## src/rtl/excess3_pkg.sv

```systemverilog
// Shared constants and FSM state type for the serial Excess-3 to BCD converter.
package excess3_pkg;

  localparam logic [3:0] E3_MIN   = 4'd3;
  localparam logic [3:0] E3_MAX   = 4'd12;
  localparam logic [3:0] E3_BIAS  = 4'd3;
  localparam logic [3:0] BCD_BAD  = 4'hF;
  localparam logic [1:0] LAST_BIT = 2'd3;

  typedef enum logic {
    IDLE  = 1'b0,
    SHIFT = 1'b1
  } state_e;

endpackage

```

## src/rtl/e3_digit_decode.sv

```systemverilog
// Combinational lookup from a 4-bit Excess-3 code to a BCD digit plus illegal-code flag.
module e3_digit_decode
  import excess3_pkg::*;
(
  input  logic [3:0] code_i,
  output logic [3:0] bcd_o,
  output logic       err_o
);

  // NOTE: every output gets a default before any branch, so no latch is inferred.
  always_comb begin
    bcd_o = BCD_BAD;
    err_o = 1'b1;
    if (code_i >= E3_MIN && code_i <= E3_MAX) begin
      bcd_o = code_i - E3_BIAS;
      err_o = 1'b0;
    end
  end

endmodule

```

## src/rtl/excess3_to_bcd_serial.sv

```systemverilog
// Serial Excess-3 digit receiver with a one-entry ready/valid BCD output stage.
// Define EXCESS3_ERR_COUNT_EN to add the saturating illegal-digit counter output err_cnt.
module excess3_to_bcd_serial
  import excess3_pkg::*;
#(
  parameter bit MSB_FIRST = 1'b0
) (
  input  logic       clk,
  input  logic       rst,
  input  logic       sclr,
  input  logic       x_in,
  input  logic       x_valid,
  output logic       x_ready,
  output logic [3:0] bcd,
  output logic       bcd_valid,
  input  logic       bcd_ready,
  output logic       err
`ifdef EXCESS3_ERR_COUNT_EN
  ,
  output logic [7:0] err_cnt
`endif
);

  state_e     state_q;
  logic [1:0] bit_cnt_q;
  logic [3:0] sr_q;
  logic [3:0] sr_d;
  logic [3:0] bcd_q;
  logic       err_q;
  logic       bcd_valid_q;

  logic       accept;
  logic       digit_done;
  logic [3:0] dec_bcd;
  logic       dec_err;

  // The 4th bit is stalled only while the output stage is full and not draining.
  assign x_ready    = !(bcd_valid_q && !bcd_ready && bit_cnt_q == LAST_BIT);
  assign accept     = x_valid && x_ready && !sclr;
  assign digit_done = accept && state_q == SHIFT && bit_cnt_q == LAST_BIT;

  // sr_d is the full code once the incoming bit is merged in, so the decoder
  // sees the completed digit on the same edge that accepts its last bit.
  always_comb begin
    sr_d = {x_in, sr_q[3:1]};
    if (MSB_FIRST) begin
      sr_d = {sr_q[2:0], x_in};
    end
  end

  e3_digit_decode u_decode (
    .code_i (sr_d),
    .bcd_o  (dec_bcd),
    .err_o  (dec_err)
  );

  // NOTE: sequential state uses non-blocking assignments so every register samples pre-edge values.
  always_ff @(posedge clk or posedge rst) begin
    if (rst) begin
      state_q     <= IDLE;
      bit_cnt_q   <= 2'd0;
      sr_q        <= 4'd0;
      bcd_q       <= 4'd0;
      err_q       <= 1'b0;
      bcd_valid_q <= 1'b0;
    end else begin
      if (sclr) begin
        state_q   <= IDLE;
        bit_cnt_q <= 2'd0;
        sr_q      <= 4'd0;
      end else if (accept) begin
        bit_cnt_q <= bit_cnt_q + 2'd1;
        sr_q      <= digit_done ? 4'd0 : sr_d;
        case (state_q)
          IDLE:    state_q <= SHIFT;
          SHIFT:   if (bit_cnt_q == LAST_BIT) state_q <= IDLE;
          default: state_q <= IDLE;
        endcase
      end

      // A completing digit wins over a drain, giving back-to-back digits with no bubble.
      if (digit_done) begin
        bcd_q       <= dec_bcd;
        err_q       <= dec_err;
        bcd_valid_q <= 1'b1;
      end else if (bcd_ready) begin
        bcd_valid_q <= 1'b0;
      end
    end
  end

  assign bcd       = bcd_q;
  assign err       = err_q;
  assign bcd_valid = bcd_valid_q;

`ifdef EXCESS3_ERR_COUNT_EN
  logic [7:0] err_cnt_q;

  always_ff @(posedge clk or posedge rst) begin
    if (rst) begin
      err_cnt_q <= 8'd0;
    end else if (digit_done && dec_err && err_cnt_q != 8'hFF) begin
      err_cnt_q <= err_cnt_q + 8'd1;
    end
  end

  assign err_cnt = err_cnt_q;
`endif

endmodule
```

## config.mk

```make
export PLATFORM = sky130hd
export DESIGN_NAME = excess3_to_bcd_serial
export DESIGN_NICKNAME = d
export VERILOG_FILES = /design/src/rtl/excess3_pkg.sv /design/src/rtl/e3_digit_decode.sv /design/src/rtl/excess3_to_bcd_serial.sv
export SDC_FILE = /design/constraint.sdc
export NUM_CORES = 1
export LEC_CHECK = 0
export ABC_CLOCK_PERIOD_IN_PS = 1350
export BUFFER_PORTS_ARGS = -buffer_cell sky130_fd_sc_hd__buf_2
export CORE_MARGIN = 5
export CORE_UTILIZATION = 46
export CTS_CLUSTER_DIAMETER = 150
export DETAILED_ROUTE_END_ITERATION = 16
export PLACE_DENSITY_LB_ADDON = 0.08
export SLEW_MARGIN = 20
export SYNTH_ARGS = -nofsm -noshare
export SYNTH_HDL_FRONTEND = slang
export SYNTH_HIERARCHICAL = 1
export SYNTH_SLANG_ARGS = --single-unit
```

## constraint.sdc

```tcl
create_clock -name clk -period 1.35 [get_ports clk]
set_input_delay 0.2025 -clock clk [delete_from_list [all_inputs] [get_ports clk]]
set_output_delay 0.2025 -clock clk [all_outputs]
set_load 0.005 [all_outputs]
```

After elaboration in Yosys (flattened, before gate mapping)
Index checks and enable logic that the tools add are counted.
{"block": "op_classes", "add_sub_neg": 2, "magnitude_cmp": 2, "muxes": 13, "reduce_logical": 12, "bitwise": 1, "eq_ne": 1}
{"operator": "$mux W4", "count": 4}
{"operator": "$logic_and A1 B1 Y1", "count": 7}
{"operator": "$mux W1", "count": 6}
{"operator": "$ge A4 B2 Y1 const B", "count": 1}
{"operator": "$le A4 B4 Y1 const B", "count": 1}
{"operator": "$mux W2", "count": 2}
{"operator": "$reduce_bool A2 Y1", "count": 2}
{"operator": "$sub A4 B2 Y4 const B", "count": 1}
{"operator": "$logic_not A1 Y1", "count": 3}
{"operator": "$add A2 B1 Y2 const B", "count": 1}
{"operator": "$eq A2 B2 Y1 const B", "count": 1}
{"operator": "$pmux W1 S2", "count": 1}
{"operator": "$not A1 Y1", "count": 1}
{"block": "totals", "wordCells": 37, "reg_bits": 13, "input_bits": 6, "output_inout_bits": 7}

Logic depth before layout (Yosys ltp)
Gate-level depths: netlist of run 1.
{"block": "logic_depth", "ltp_word": 11, "mapped_depth": 5, "mapped_depth_nobuf": 5}

Modules after synthesis
Netlist of run 1, hierarchy kept.
{"module": "excess3_to_bcd_serial", "seq_area_each_um2": 300.3, "cells_per_inst": 38, "instances": 1, "area_each_um2": 523.0}
{"module": "e3_digit_decode", "seq_area_each_um2": 0.0, "cells_per_inst": 17, "instances": 1, "area_each_um2": 122.6}

Worst setup path after synthesis of run 1
OpenSTA, ideal clock, no wires.
{"block": "synth_timing", "path_type": "reg2reg", "startpoint": "reg bit_cnt_q[0]", "endpoint": "reg bcd_q[0], in the netlist bcd[0]", "arrival_time_ns": 1.296, "required_ns": 1.225, "period_less_slack_ns": 1.421, "setup_slack_ns": -0.071, "stages_incl_launch_ff": 5, "cell_sequence": "dfrtp_1 -> ha_1 -> nand2_1 -> nor4b_4 -> mux2_2"}
{"block": "synth_between", "elab_chain_cells": 7}
{"element": "start: declaration", "line_no": "excess3_to_bcd_serial.sv:25", "source": "logic [1:0] bit_cnt_q;"}
{"element": "start signal: assignment", "line_no": "excess3_to_bcd_serial.sv:72", "source": "bit_cnt_q <= bit_cnt_q + 2'd1;"}
{"element": "$eq A2 B2 Y1 (*)", "line_no": "excess3_to_bcd_serial.sv:38, excess3_to_bcd_serial.sv:40"}
{"element": "$logic_and A1 B1 Y1", "line_no": "excess3_to_bcd_serial.sv:38", "source": "assign x_ready = !(bcd_valid_q && !bcd_ready && bit_cnt_q == LAST_BIT);"}
{"element": "$logic_not A1 Y1", "line_no": "excess3_to_bcd_serial.sv:38"}
{"element": "$logic_and A1 B1 Y1 (2 in series)", "line_no": "excess3_to_bcd_serial.sv:39", "source": "assign accept = x_valid && x_ready && !sclr;"}
{"element": "$logic_and A1 B1 Y1", "line_no": "excess3_to_bcd_serial.sv:40", "source": "assign digit_done = accept && state_q == SHIFT && bit_cnt_q == LAST_BIT;"}
{"element": "$logic_and A1 B1 Y1 (*)", "line_no": "excess3_to_bcd_serial.sv:40"}
{"element": "end signal: assignment", "line_no": "excess3_to_bcd_serial.sv:63", "source": "bcd_q <= 4'd0;"}
{"element": "end signal: assignment", "line_no": "excess3_to_bcd_serial.sv:83", "source": "bcd_q <= dec_bcd;"}
{"element": "end: declaration", "line_no": "excess3_to_bcd_serial.sv:28", "source": "logic [3:0] bcd_q;"}
Every way passes the cells marked *; elsewhere a longest branch is shown, timed or not.
A chain may end at the register's enable or synchronous reset.

Worst setup path after layout of run 1
{"block": "layout_timing", "startpoint": "reg bit_cnt_q[1]", "endpoint": "out x_ready"}
{"block": "layout_between", "elab_chain_cells": 3}
{"element": "$eq A2 B2 Y1", "line_no": "excess3_to_bcd_serial.sv:38"}
{"element": "$logic_and A1 B1 Y1", "line_no": "excess3_to_bcd_serial.sv:38"}
{"element": "$logic_not A1 Y1", "line_no": "excess3_to_bcd_serial.sv:38"}
{"element": "end: declaration", "line_no": "excess3_to_bcd_serial.sv:13", "source": "output logic x_ready,"}
No other way between the ends.

==> results of run 1 <==
-- worst min-delay path by stage --
stage	startpoint	endpoint	slack, ns	depth (start not counted)
2_1_floorplan	rst	bcd[0]	0.07	1
3_3_place_gp	rst	sr_q[2]	0.24	2
3_5_place_dp	rst	sr_q[3]	0.24	2
4_1_cts	x_valid	bit_cnt_q[0]	0.22	3
5_1_grt	x_valid	bit_cnt_q[0]	0.24	3
6_report	x_valid	bit_cnt_q[0]	0.25	3
-- layout make-up --
cell class | instances | area (sq um)
Inverter | 4 | 15.0
Tap cell | 15 | 18.8
Multi-Input combinational cell | 39 | 368
Sequential cell | 12 | 300
Fill cell | 95 | 413
Timing Repair Buffer | 24 | 166
Clock buffer | 4 | 36.3
-- power by group through the flow --
stage,logic [mW],clock network (mW),registers (mW)
final,0.130,0.290,0.404
after global routing,0.143,0.327,0.408
after CTS,0.127,0.299,0.403
after detailed placement,0.107,0,0.409
after global placement,0.106,0,0.408
after floorplan,0.0553,0,0.408
-- layout by cell type, fill, tap and decap left out, drive strengths merged --
cell / Yosys / routed
nand2: 2 / 2
dfrtp: 12 / 12
and2: 1 / 1
o311ai: 2 / 2
o21ai: 2 / 2
a22o: 3 / 3
a2bb2oi: 1 / 1
nand3b: 2 / 2
a21o: 1 / 1
ha: 3 / 3
nand4b: 1 / 1
buf: 0 / 23
o31ai: 1 / 1
and4b: 1 / 1
and2b: 1 / 1
a31oi: 1 / 1
nor2: 1 / 1
nor2b: 3 / 3
nand3: 1 / 1
nor4b: 1 / 1
a21oi: 2 / 2
nand2b: 3 / 3
or2: 1 / 1
clkbuf: 0 / 4
inv: 4 / 4
mux2: 5 / 5
dlygate4sd3: 0 / 1
-- worst max-delay path, stage by stage (launching register included) --
cell and delay, ns:
sky130_fd_sc_hd__dfrtp_1 0.39, sky130_fd_sc_hd__ha_2 0.20, sky130_fd_sc_hd__buf_6 0.11, sky130_fd_sc_hd__nand3b_1 0.10
sky130_fd_sc_hd__buf_4 0.13, sky130_fd_sc_hd__buf_6 0.08
-- cells by family (layout without fill, tap and decap cells) --
logic type	count (synthesis)	in the layout	synth area share
compound gates	13	13	0.151
fa+ha+maj	3	3	0.0581
simple gates	18	18	0.215
buf+inv	4	32	0.0232
flops	12	12	0.465
mux	5	5	0.0872
-- metal layers --
metal  track usage  up-vias  share of wire
li1              -      261              -
met3        0.0564        0          0.034
met1         0.206      266           0.46
met5             0        -              0
met4        0.0497        0              0
met2         0.241        7           0.50
-- repair_timing --
item,4_1_cts,5_1_grt
setup buffers,4,1
pin swaps,8,2
setup endpoints to repair,6,12
endpoints found under the hold margin,12,0
gates resized for setup,14,2
hold buffers,1,0
-- state kept, by name, indices dropped and copies added, names as in the netlist --
name / flops
bcd: 4
sr_q: 3
bit_cnt_q: 2
state_q: 1
err: 1
bcd_valid: 1
==> metrics list, run 1 <==
- Run status: finished with violations
- Violated checks: negative setup slack
- Top-level I/O count: 13
- Die extent in x: 47.5 um
* Leakage power: 0.446 nW
- The synthesized design contains 12 register bits.
* Mean instance size in the synthesized netlist: 11.7 sq um
* Internal cell power: 623 uW
- Final hold violation count: 0
- Maximum clock rate: approximately 680 MHz
* Main area contributors after synthesis: sky130_fd_sc_hd__dfrtp_1 (47%), sky130_fd_sc_hd__mux2_2 (8.7%), sky130_fd_sc_hd__ha_1 (5.8%)
- Largest vdd supply drop: 0.000586 V
* Syn Std Cell Area: 646 sq um
- Setup slack on the critical path of the routed design comes to -0.126 ns.
* Tightest slew margin relative to the limit: 0.696
- In the final routed layout, each cell accounts on average for roughly 15 um.
* Sequential share of the synthesized area: 0.465
- Row count: 13
- The tool flagged a number of max-cap violations equal to 0.
- Input and output buffers added on the ports amount to 12.
- Layout overhead on the synthesized area: 40.1%
* Worst setup path startpoint: bit_cnt_q[1]
- Startpoint-to-endpoint class of the critical path: register to primary output
- Most numerous cell in the Yosys netlist: sky130_fd_sc_hd__dfrtp_1
- CTS Root Cell: sky130_fd_sc_hd__clkbuf_4
- The number of antenna violations at the first check in global routing was 0.
- The first global-routing pass estimated 2390 um of wire.
- Fraction of final layout cells with drive strength greater than 1: 0.506
- Placed wire-length estimate: roughly 960 um
- Number of sinks handled by clock tree synthesis: 12
* Reg-to-Reg End: err
- Synth Warn #: 6
- Final Slew Violations: 0
* Worst min path class: primary input to register
- Fraction of registers with async set or reset after synthesis: 1.00
- Data required time of the worst path: roughly 1.2 ns
* Mean number of vias per cell: 5.45
* Antenna-violating nets left: 0
- Total clock buffers created by CTS: 3
* Vias in the first global route: 512
- With fillers left out, the area of the finished cells amounts to between 900 and 1000 sq um.
- Setup tns final: -0.900 ns
- Number of flops mapped to enable cells by yosys: 0
- PD cells: 911 nW/um^2
- At the end of routability-driven placement, the weighted congestion stood at 0.753.
- The placed instances occupy a cell area of 769 sq um.
- The detailed router placed 534 vias in this run.
* Worst setup skew after layout: 0.00599 ns
- Wires add up to roughly 1400 um.
- The design draws 824 uW.
- Number of remaining DRC errors: 0
* Clock network fraction of design power: 0.352
- Die Height: 47.5 um
- Clock tree from TritonCTS: built
- The most critical setup path has its endpoint at x_ready.
- Final worst-path cycle share: 1.09
- The share of synthesized area in the top cell type comes to 0.465.
* Hold Worst Slack: 0.249 ns
- The worst register-to-register path begins at bit_cnt_q[0].
- Setup slack of the most critical reg-to-reg path: -0.11 ns
* Die area: 2250 sq um
* Max Root-Sink Buffers: 2
* Final Non-Filler Cells: 98
* Nature of the critical path startpoint: register
- Total overflow reported by the global router: 0
- For this configuration, the core starts out at a cell density of 0.490.
- Subtracting the final worst setup slack from the clock period gives between 1 and 1.5 ns.
* Core area: roughly 1300 sq um
- Transition time of the tightest slew-check pin: ~0.46 ns
- At the placement stage, the worst setup path has a slack of -0.168 ns.
- After clock tree synthesis, the clock-pin slew on the worst setup and hold paths is 0.08 ns.
* Count of placed standard cells including taps: between 80 and 90
- Combinational group share of total power: 0.158
* Most used flip-flop cell after synthesis: sky130_fd_sc_hd__dfrtp_1
- At the end of the flow the core is filled with cells to 0.687.
- For this run, the total global-route usage over all layers was measured as 0.157.
* Diodes inserted: 0
- The first TritonRoute pass finished after 4 iterations.
- Endpoint class of the critical path: primary output
- Sorting the synthesized cells by how often they occur yields sky130_fd_sc_hd__dfrtp_1 (12), sky130_fd_sc_hd__mux2_2 (5), sky130_fd_sc_hd__inv_1 (4).
- H-tree levels: 1
- Summed over all nets, the switching power comes to between 200 and 250 uW.
- Of all cell types, the one taking the most synthesized area is sky130_fd_sc_hd__dfrtp_1.
* Relative contribution of sequential cells to total power: 0.490
- Gate count of the mapped netlist: 55
- The netlist uses 26 different library cells.
- Total of endpoints with negative setup slack in the final report: 10
- In the final design database the tool counted between 90 and 100 nets.
- Along the worst path, the maximum fanout reaches 2.
* Number of cell instances on the worst register-to-register path: 5
* Worst-skew pair later-pin latency: 0.28 ns
* Largest net degree at the start of global routing: 13
- In this run, the number of DRC markers left after iteration 0 of detailed routing was 7.
- Arrival time reported for the critical path endpoint: ~1.3 ns
- Setup repair after global routing could not meet its margin everywhere.
* Number of nets in the synthesized netlist: between 60 and 70
- Of the total power, the share spent switching nets is 0.243.
(Power assumes the default switching activity.)
==> run 2: changes to the inputs <==
--- a/config.mk
+++ b/config.mk
@@ -5,12 +5,13 @@
 export SDC_FILE = /design/constraint.sdc
 export NUM_CORES = 1
 export LEC_CHECK = 0
-export ABC_CLOCK_PERIOD_IN_PS = 1350
+export ABC_CLOCK_PERIOD_IN_PS = 1750
 export BUFFER_PORTS_ARGS = -buffer_cell sky130_fd_sc_hd__buf_2
-export CORE_MARGIN = 5
-export CORE_UTILIZATION = 46
+export CORE_AREA = 5 5 42 44
+export CTS_BUF_LIST = sky130_fd_sc_hd__clkbuf_8
 export CTS_CLUSTER_DIAMETER = 150
 export DETAILED_ROUTE_END_ITERATION = 16
+export DIE_AREA = 0 0 47 49
 export PLACE_DENSITY_LB_ADDON = 0.08
 export SLEW_MARGIN = 20
 export SYNTH_ARGS = -nofsm -noshare
==> constraint.sdc (replaced) <==
create_clock -name clk -period 1.75 [get_ports clk]
set_input_delay 0.2625 -clock clk [delete_from_list [all_inputs] [get_ports clk]]
set_output_delay 0.2625 -clock clk [all_outputs]
set_load 0.005 [all_outputs]
==> metrics list, run 2 (synthesis results as in run 1) <==
- The post-layout instance count excluding filler cells is 87 (was 98).
* Count of placed standard cells including taps: 83 (was 88)
* CTS Root Cell: sky130_fd_sc_hd__clkbuf_8 (was sky130_fd_sc_hd__clkbuf_4)
- Number of gates on the worst path with buffers counted: 4 (was 5)
* Final hold violation count: 0 (unchanged)
- Reg-to-Reg End: bcd[3] (was err)
* Vias in the first global route: 412 (was 512)
- Maximum clock rate: 655 MHz
- The number of top-level pins was 13 (unchanged).
* Post CTS Setup Buffer Count: 0 (was 4)
* Aggregate global-route resource usage: 0.111 (was 0.157)
* Total clock buffers created by CTS: 3 (unchanged)
* Row count: 14 (was 13)
- Fraction of final layout cells with drive strength greater than 1: 0.352 (was 0.506)
- Last weighted congestion value of the routability-driven placer: 0.756 (was 0.753)
* Die area: 2300 sq um (was 2250 sq um)
- The startpoint of the lowest-slack register-to-register path is bit_cnt_q[0] (unchanged).
* Drt first pass iters: 3 (was 4)
- The launching element of the worst setup path was bit_cnt_q[0] (was bit_cnt_q[1]).
- Data required time of the worst path: 1.87 ns (was 1.15 ns)
- Final Slew Violations: 0 (unchanged)
* Total of endpoints with negative setup slack in the final report: 0 (was 10)
* Number of cell instances on the worst register-to-register path: 4 (was 5)
- The flip-flop count of the largest register after layout is 4 (unchanged).
- Worst-skew pair later-pin latency: 0.23 ns (was 0.28 ns)
- Clock tree from TritonCTS: built (unchanged)
* Largest net degree at the start of global routing: 13 (unchanged)
- Hold Worst Slack: 0.0141 ns (was 0.249 ns)
- Wirelength, routed: 1100 um (was 1440 um)
- The final routed wire length divided by cell count came to 12.6 um (was 14.7 um).
- The startpoint class of the critical path was a register (unchanged).
- Endpoint class of the critical path: register (was primary output)
- Core area: 1400 sq um (was 1320 sq um)
* Run status: finished, final reports clean (was finished with violations)
- The global-route congestion overflow total was 0 (unchanged).
- The clock sink total is 12 (unchanged).
* Post-layout net count: 81 (was 93)
* Biggest cell delay along the critical path: 0.39 ns (about the same)
- PD cells: 863 nW/um^2 (was 911 nW/um^2)
- The number of antenna violations at the first check in global routing is 0 (unchanged).
* Tightest slew margin relative to the limit: 0.712 (was 0.696)
* Mean number of vias per cell: 5.31 (was 5.45)
- The number of diodes added for antenna fixing is 0 (unchanged).
* Cell breakdown of the critical path: ha_1 -> nand2_1 -> nor4b_4 -> mux2_2 (was ha_2 -> buf_6 -> nand3b_1 -> buf_4 -> buf_6)
* Worst min path class: primary input to asynchronous set/reset pin (was primary input to register)
- Number of remaining DRC errors: 0 (unchanged)
- The register-to-register setup slack is 0.22 ns (was -0.11 ns).
- Worst setup path endpoint: bcd[3] (was x_ready)
* Max Root-Sink Buffers: 2 (unchanged)
- The die boundary width came to 47 um (was 47.5 um).
* RSZ-0062 raised after global routing: no (was yes)
- H-tree levels: 1 (unchanged)
* Cell family with the largest share of critical-path delay: simple AND/OR/NAND/NOR gates (was flip-flops)
- Transition time of the tightest slew-check pin: 0.432 ns (was 0.456 ns)
* Starting DRT DRC Count: 5 (was 7)
* Top library cells by usage in the layout, fill and taps aside: sky130_fd_sc_hd__dfrtp_1 (12), sky130_fd_sc_hd__buf_2 (12), sky130_fd_sc_hd__mux2_2 (5), sky130_fd_sc_hd__inv_1 (4), sky130_fd_sc_hd__clkbuf_8 (4) (was sky130_fd_sc_hd__dfrtp_1 (12), sky130_fd_sc_hd__buf_2 (11), sky130_fd_sc_hd__buf_4 (9), sky130_fd_sc_hd__mux2_4 (5), sky130_fd_sc_hd__inv_1 (4))
- The number of hold buffers added after cts is 0 (was 1).
- Largest vdd supply drop: 0.000626 V (was 0.000586 V)
* Maxcap violations: 0 (unchanged)
* Arrival time reported for the critical path endpoint: 1.64 ns (was 1.27 ns)
- Critical path buffer and inverter count: 0 (was 3)
- Worst setup skew after layout: 0.00375 ns (was 0.00599 ns)
- The wire length of the first global-routing pass came to 1780 um (was 2390 um).
* Clock input transition at the sequential cells of the worst setup and hold paths: 0.05 ns (was 0.08 ns)
- Counting I/O delays and the setup requirement, the final critical path takes between 1.5 and 2 ns.
- The critical-path maximum fanout is 6 (was 2).
- Slowest cell on crit path: sky130_fd_sc_hd__nor4b_4 (was sky130_fd_sc_hd__dfrtp_1)
- Starting utilization of the core area: 0.461 (was 0.490)
* Port Buf Inserts: 12 (unchanged)
- The number of nets still failing antenna checks after routing is 0 (unchanged).
- Leakage power: 0.376 nW (was 0.446 nW)
- The via count was 462 (was 534).
- Startpoint-to-endpoint class of the critical path: register to register (was register to primary output)
- Final worst-path cycle share: 0.872
- Setup tns final: 0 ns (was -0.900 ns)
- The height of the die came to 49 um (was 47.5 um).
- Post-cts resize count: 0 (was 14)
* Layout overhead on the synthesized area: 20.9% (was 40.1%)
- Placed wire-length estimate: 863 um (was 960 um)
-- run 2: changes by cell type in the layout (fill, tap and decap cells not counted), sizes merged --
cell / before / now
dlygate4sd3: 1 / 0
buf: 23 / 12
-- run 2: how the worst min path moves through the flow --
stage / endpoint / from
5_1_grt: bcd_valid / rst
6_report: bcd_valid / rst
3_3_place_gp: bcd[0] / rst
3_5_place_dp: bcd[0] / rst
4_1_cts: bcd[0] / rst
2_1_floorplan: bcd[0] / rst
-- run 2: final cells by class --
cell class                      count  area, sq um
Clock buffer                        4         55.1
Fill cell                         126          621
Inverter                            4         15.0
Multi-Input combinational cell     39          330
Sequential cell                    12          300
Tap cell                           16         20.0
Timing Repair Buffer               12         60.1
-- run 2: power breakdown --
group / total (mW) / internal, mW / switching, mW
clock: 0.289 / 0.198 / 0.0910
combinational: 0.0732 / 0.0393 / 0.0339
sequential: 0.311 / 0.298 / 0.0137
total: 0.674 / 0.535 / 0.139
-- run 2: per-stage QoR --
step | worst slack [ns] | instance area [sq um] | util | power [mW]
final | 0.223 | 781 | 0.557 | 0.674
after global routing | 0.120 | 781 | 0.557 | 0.715
after CTS | 0.196 | 781 | 0.557 | 0.685
after detailed placement | 0.208 | 726 | 0.518 | 0.391
after global placement | 0.249 | 726 | 0.518 | 0.391
after floorplan | 0.329 | 646 | - | 0.358
-- run 2: layer usage --
layer	global-route usage	share of wire	vias to the layer above
met2	0.152	0.44	10
met4	0.0276	0.0073	0
met5	0	0	-
met1	0.147	0.48	217
met3	0.0701	0.075	2
li1	-	-	233
==> run 3: changes to the inputs <==
--- a/config.mk
+++ b/config.mk
@@ -7,11 +7,11 @@
 export LEC_CHECK = 0
 export ABC_CLOCK_PERIOD_IN_PS = 1750
 export BUFFER_PORTS_ARGS = -buffer_cell sky130_fd_sc_hd__buf_2
-export CORE_AREA = 5 5 42 44
+export CORE_AREA = 3 3 40 42
 export CTS_BUF_LIST = sky130_fd_sc_hd__clkbuf_8
 export CTS_CLUSTER_DIAMETER = 150
 export DETAILED_ROUTE_END_ITERATION = 16
-export DIE_AREA = 0 0 47 49
+export DIE_AREA = 0 0 43 45
 export PLACE_DENSITY_LB_ADDON = 0.08
 export SLEW_MARGIN = 20
 export SYNTH_ARGS = -nofsm -noshare
==> metrics list, run 3 (synthesis results as in run 1) <==
* Run status: finished, final reports clean (unchanged)
* Number of gates on the worst path with buffers counted: 4 (unchanged)
- Worst setup path startpoint: bit_cnt_q[0] (unchanged)
* Max Root-Sink Buffers: 2 (unchanged)
- The cell with the largest stage delay on the worst path was sky130_fd_sc_hd__nor4b_4 (unchanged).
- Post CTS Setup Buffer Count: 0 (unchanged)
* Min Tclk post-route: 1.57 ns (was 1.53 ns)
- The slew at the pin with the worst max-slew slack came to 0.474 ns (was 0.432 ns).
- Count of placed standard cells including taps: 82 (was 83)
* Worst setup skew after layout: 0.00177 ns (was 0.00375 ns)
- Biggest cell delay along the critical path: 0.40 ns (was 0.39 ns)
* Total overflow reported by the global router: 0 (unchanged)
- The count of input and output buffers came to 12 (unchanged).
* CTS Root Cell: sky130_fd_sc_hd__clkbuf_8 (unchanged)
- The critical path data arrival time is 1.69 ns (was 1.64 ns).
- H-tree levels: 1 (unchanged)
- Startpoint-to-endpoint class of the critical path: register to register (unchanged)
- Largest net degree at the start of global routing: 13 (unchanged)
- Die Height: 45 um (was 49 um)
* Number of cell instances on the worst register-to-register path: 4 (unchanged)
- Post-cts hold buffer count: 0 (unchanged)
- The maximum clock frequency is 636 MHz (was 655 MHz).
* RSZ-0062 raised after global routing: no (unchanged)
- Setup slack of the most critical reg-to-reg path: 0.18 ns (was 0.22 ns)
* Row count: 13 (was 14)
- Reg-to-Reg End: bcd[1] (was bcd[3])
* PD cells: 889 nW/um^2 (was 863 nW/um^2)
* Last weighted congestion value of the routability-driven placer: 0.661 (was 0.756)
- The leakage power of the design came to 0.376 nW (unchanged).
- The number of antenna violations at the first check in global routing came to 0 (unchanged).
- The via count of the first global-routing pass came to 460 (was 412).
* Number of sinks handled by clock tree synthesis: 12 (unchanged)
* Post-layout net count: 81 (unchanged)
* Starting DRT DRC Count: 4 (was 5)
- The final count of pins violating max slew came to 0 (unchanged).
- Data required time of the worst path: 1.87 ns (about the same)
* Total of endpoints with negative setup slack in the final report: 0 (unchanged)
* Cell breakdown of the critical path: ha_1 -> nand2_1 -> nor4b_4 -> mux2_2 (unchanged)
- Final hold violation count: 0 (unchanged)
- The kind of end point of the critical path was a register (unchanged).
- Worst reg2reg path startpoint: bit_cnt_q[0] (unchanged)
* Core area: 1280 sq um (was 1400 sq um)
- The class of the tightest hold or removal check is primary input to asynchronous set/reset pin (unchanged).
* Starting utilization of the core area: 0.502 (was 0.461)
- The number of nets still failing antenna checks after routing is 0 (unchanged).
- Max FFs per register: 4 (unchanged)
* Final Non-Filler Cells: 86 (was 87)
- The HPWL reported at the end of detailed placement came to 978 um (was 863 um).
- Layout overhead on the synthesized area: 20.7% (was 20.9%)
* Top-level I/O count: 13 (unchanged)
* Number of remaining DRC errors: 0 (unchanged)
- The max-cap check violation count came to 0 (unchanged).
- Drt first pass iters: 4 (was 3)
- Worst setup path endpoint: bcd[1] (was bcd[3])
* Maximum fanout count along the critical path: 6 (unchanged)
- The clock insertion delay at the later pin of the skew report came to 0.24 ns (was 0.23 ns).
* Setup tns final: 0 ns (unchanged)
* Hold Worst Slack: 0.0286 ns (was 0.0141 ns)
* Die area: 1940 sq um (was 2300 sq um)
- The family of cells with the greatest summed delay on the critical path is simple AND/OR/NAND/NOR gates (unchanged).
* Number of vias in the routed layout: 476 (was 462)
* Final worst-path cycle share: 0.899 (was 0.872)
- Nature of the critical path startpoint: register (unchanged)
* Top library cells by usage in the layout, fill and taps aside: sky130_fd_sc_hd__dfrtp_1 (12), sky130_fd_sc_hd__buf_2 (12), sky130_fd_sc_hd__mux2_2 (5), sky130_fd_sc_hd__inv_1 (4), sky130_fd_sc_hd__clkbuf_8 (4) (unchanged)
* Post-cts resize count: 0 (unchanged)
* Clock tree from TritonCTS: built (unchanged)
* Die extent in x: 43 um (was 47 um)
* Fraction of final layout cells with drive strength greater than 1: 0.352 (unchanged)
- Mean number of vias per cell: 5.53 (was 5.31)
- Total clock buffers created by CTS: 3 (unchanged)
- The worst slew margin relative to its limit was 0.683 (was 0.712).
* Diodes inserted: 0 (unchanged)
- Routed wire length per instance: 14.8 um (was 12.6 um)
* Aggregate global-route resource usage: 0.153 (was 0.111)
* Wirelength, routed: 1280 um (was 1100 um)
- Critical path buffer and inverter count: 0 (unchanged)
* Largest vdd supply drop: 0.000594 V (was 0.000626 V)
- The clock-pin transition on the worst setup and hold timing paths came to 0.06 ns (was 0.05 ns).
- The wire length of the first global-routing pass was 2170 um (was 1780 um).
## run 3: routing by layer
layer	GRT usage	part of all wire	vias up	wire, um
li1	-	-	236	-
met1	0.200	0.45	227	571
met2	0.266	0.49	13	629
met3	0.0518	0.059	0	75
met4	0	0	0	0
met5	0	0	-	0
## run 3: how the worst min path moves through the flow
stage	endpoint	from	cells past startpoint
CTS	bcd[1]	rst	2
global placement	bcd_valid	rst	2
detailed placement	bcd[0]	rst	2
global route	bcd_valid	rst	2
finish	bit_cnt_q[1]	rst	2
floorplan	bcd[0]	rst	1
## run 3: layout make-up
type / count / area [sq um]
clock buffers: 4 / 55.1
fillers: 119 / 505
inverters: 4 / 15.0
multi-input cells: 39 / 330
flip-flops and latches: 12 / 300
well taps: 15 / 18.8
repair buffers: 12 / 60.1
## run 3: stage by stage
step                       util  total power, mW  setup WS, ns  cell area (sq um)
after floorplan               -            0.358         0.329                646
after global routing      0.607            0.726        0.0846                779
after CTS                 0.607            0.695         0.171                779
final                     0.607            0.693         0.178                779
after global placement    0.564            0.391         0.235                724
after detailed placement  0.564            0.394         0.174                724
## run 3: worst reg2reg max path, delay by kind of cell, from the launching register on
kind	cells	cell delay [ns]
muxes	1	0.40
adders and majority gates	1	0.18
DFF	1	0.37
and+or+nand+nor	2	0.50
## run 3: power breakdown
group          leakage, nW  total (mW)  switching [mW]  internal (mW)
clock               0.0288       0.306           0.107          0.199
combinational        0.188      0.0760          0.0362         0.0397
sequential           0.159       0.311          0.0141          0.297
total                0.376       0.693           0.157          0.536
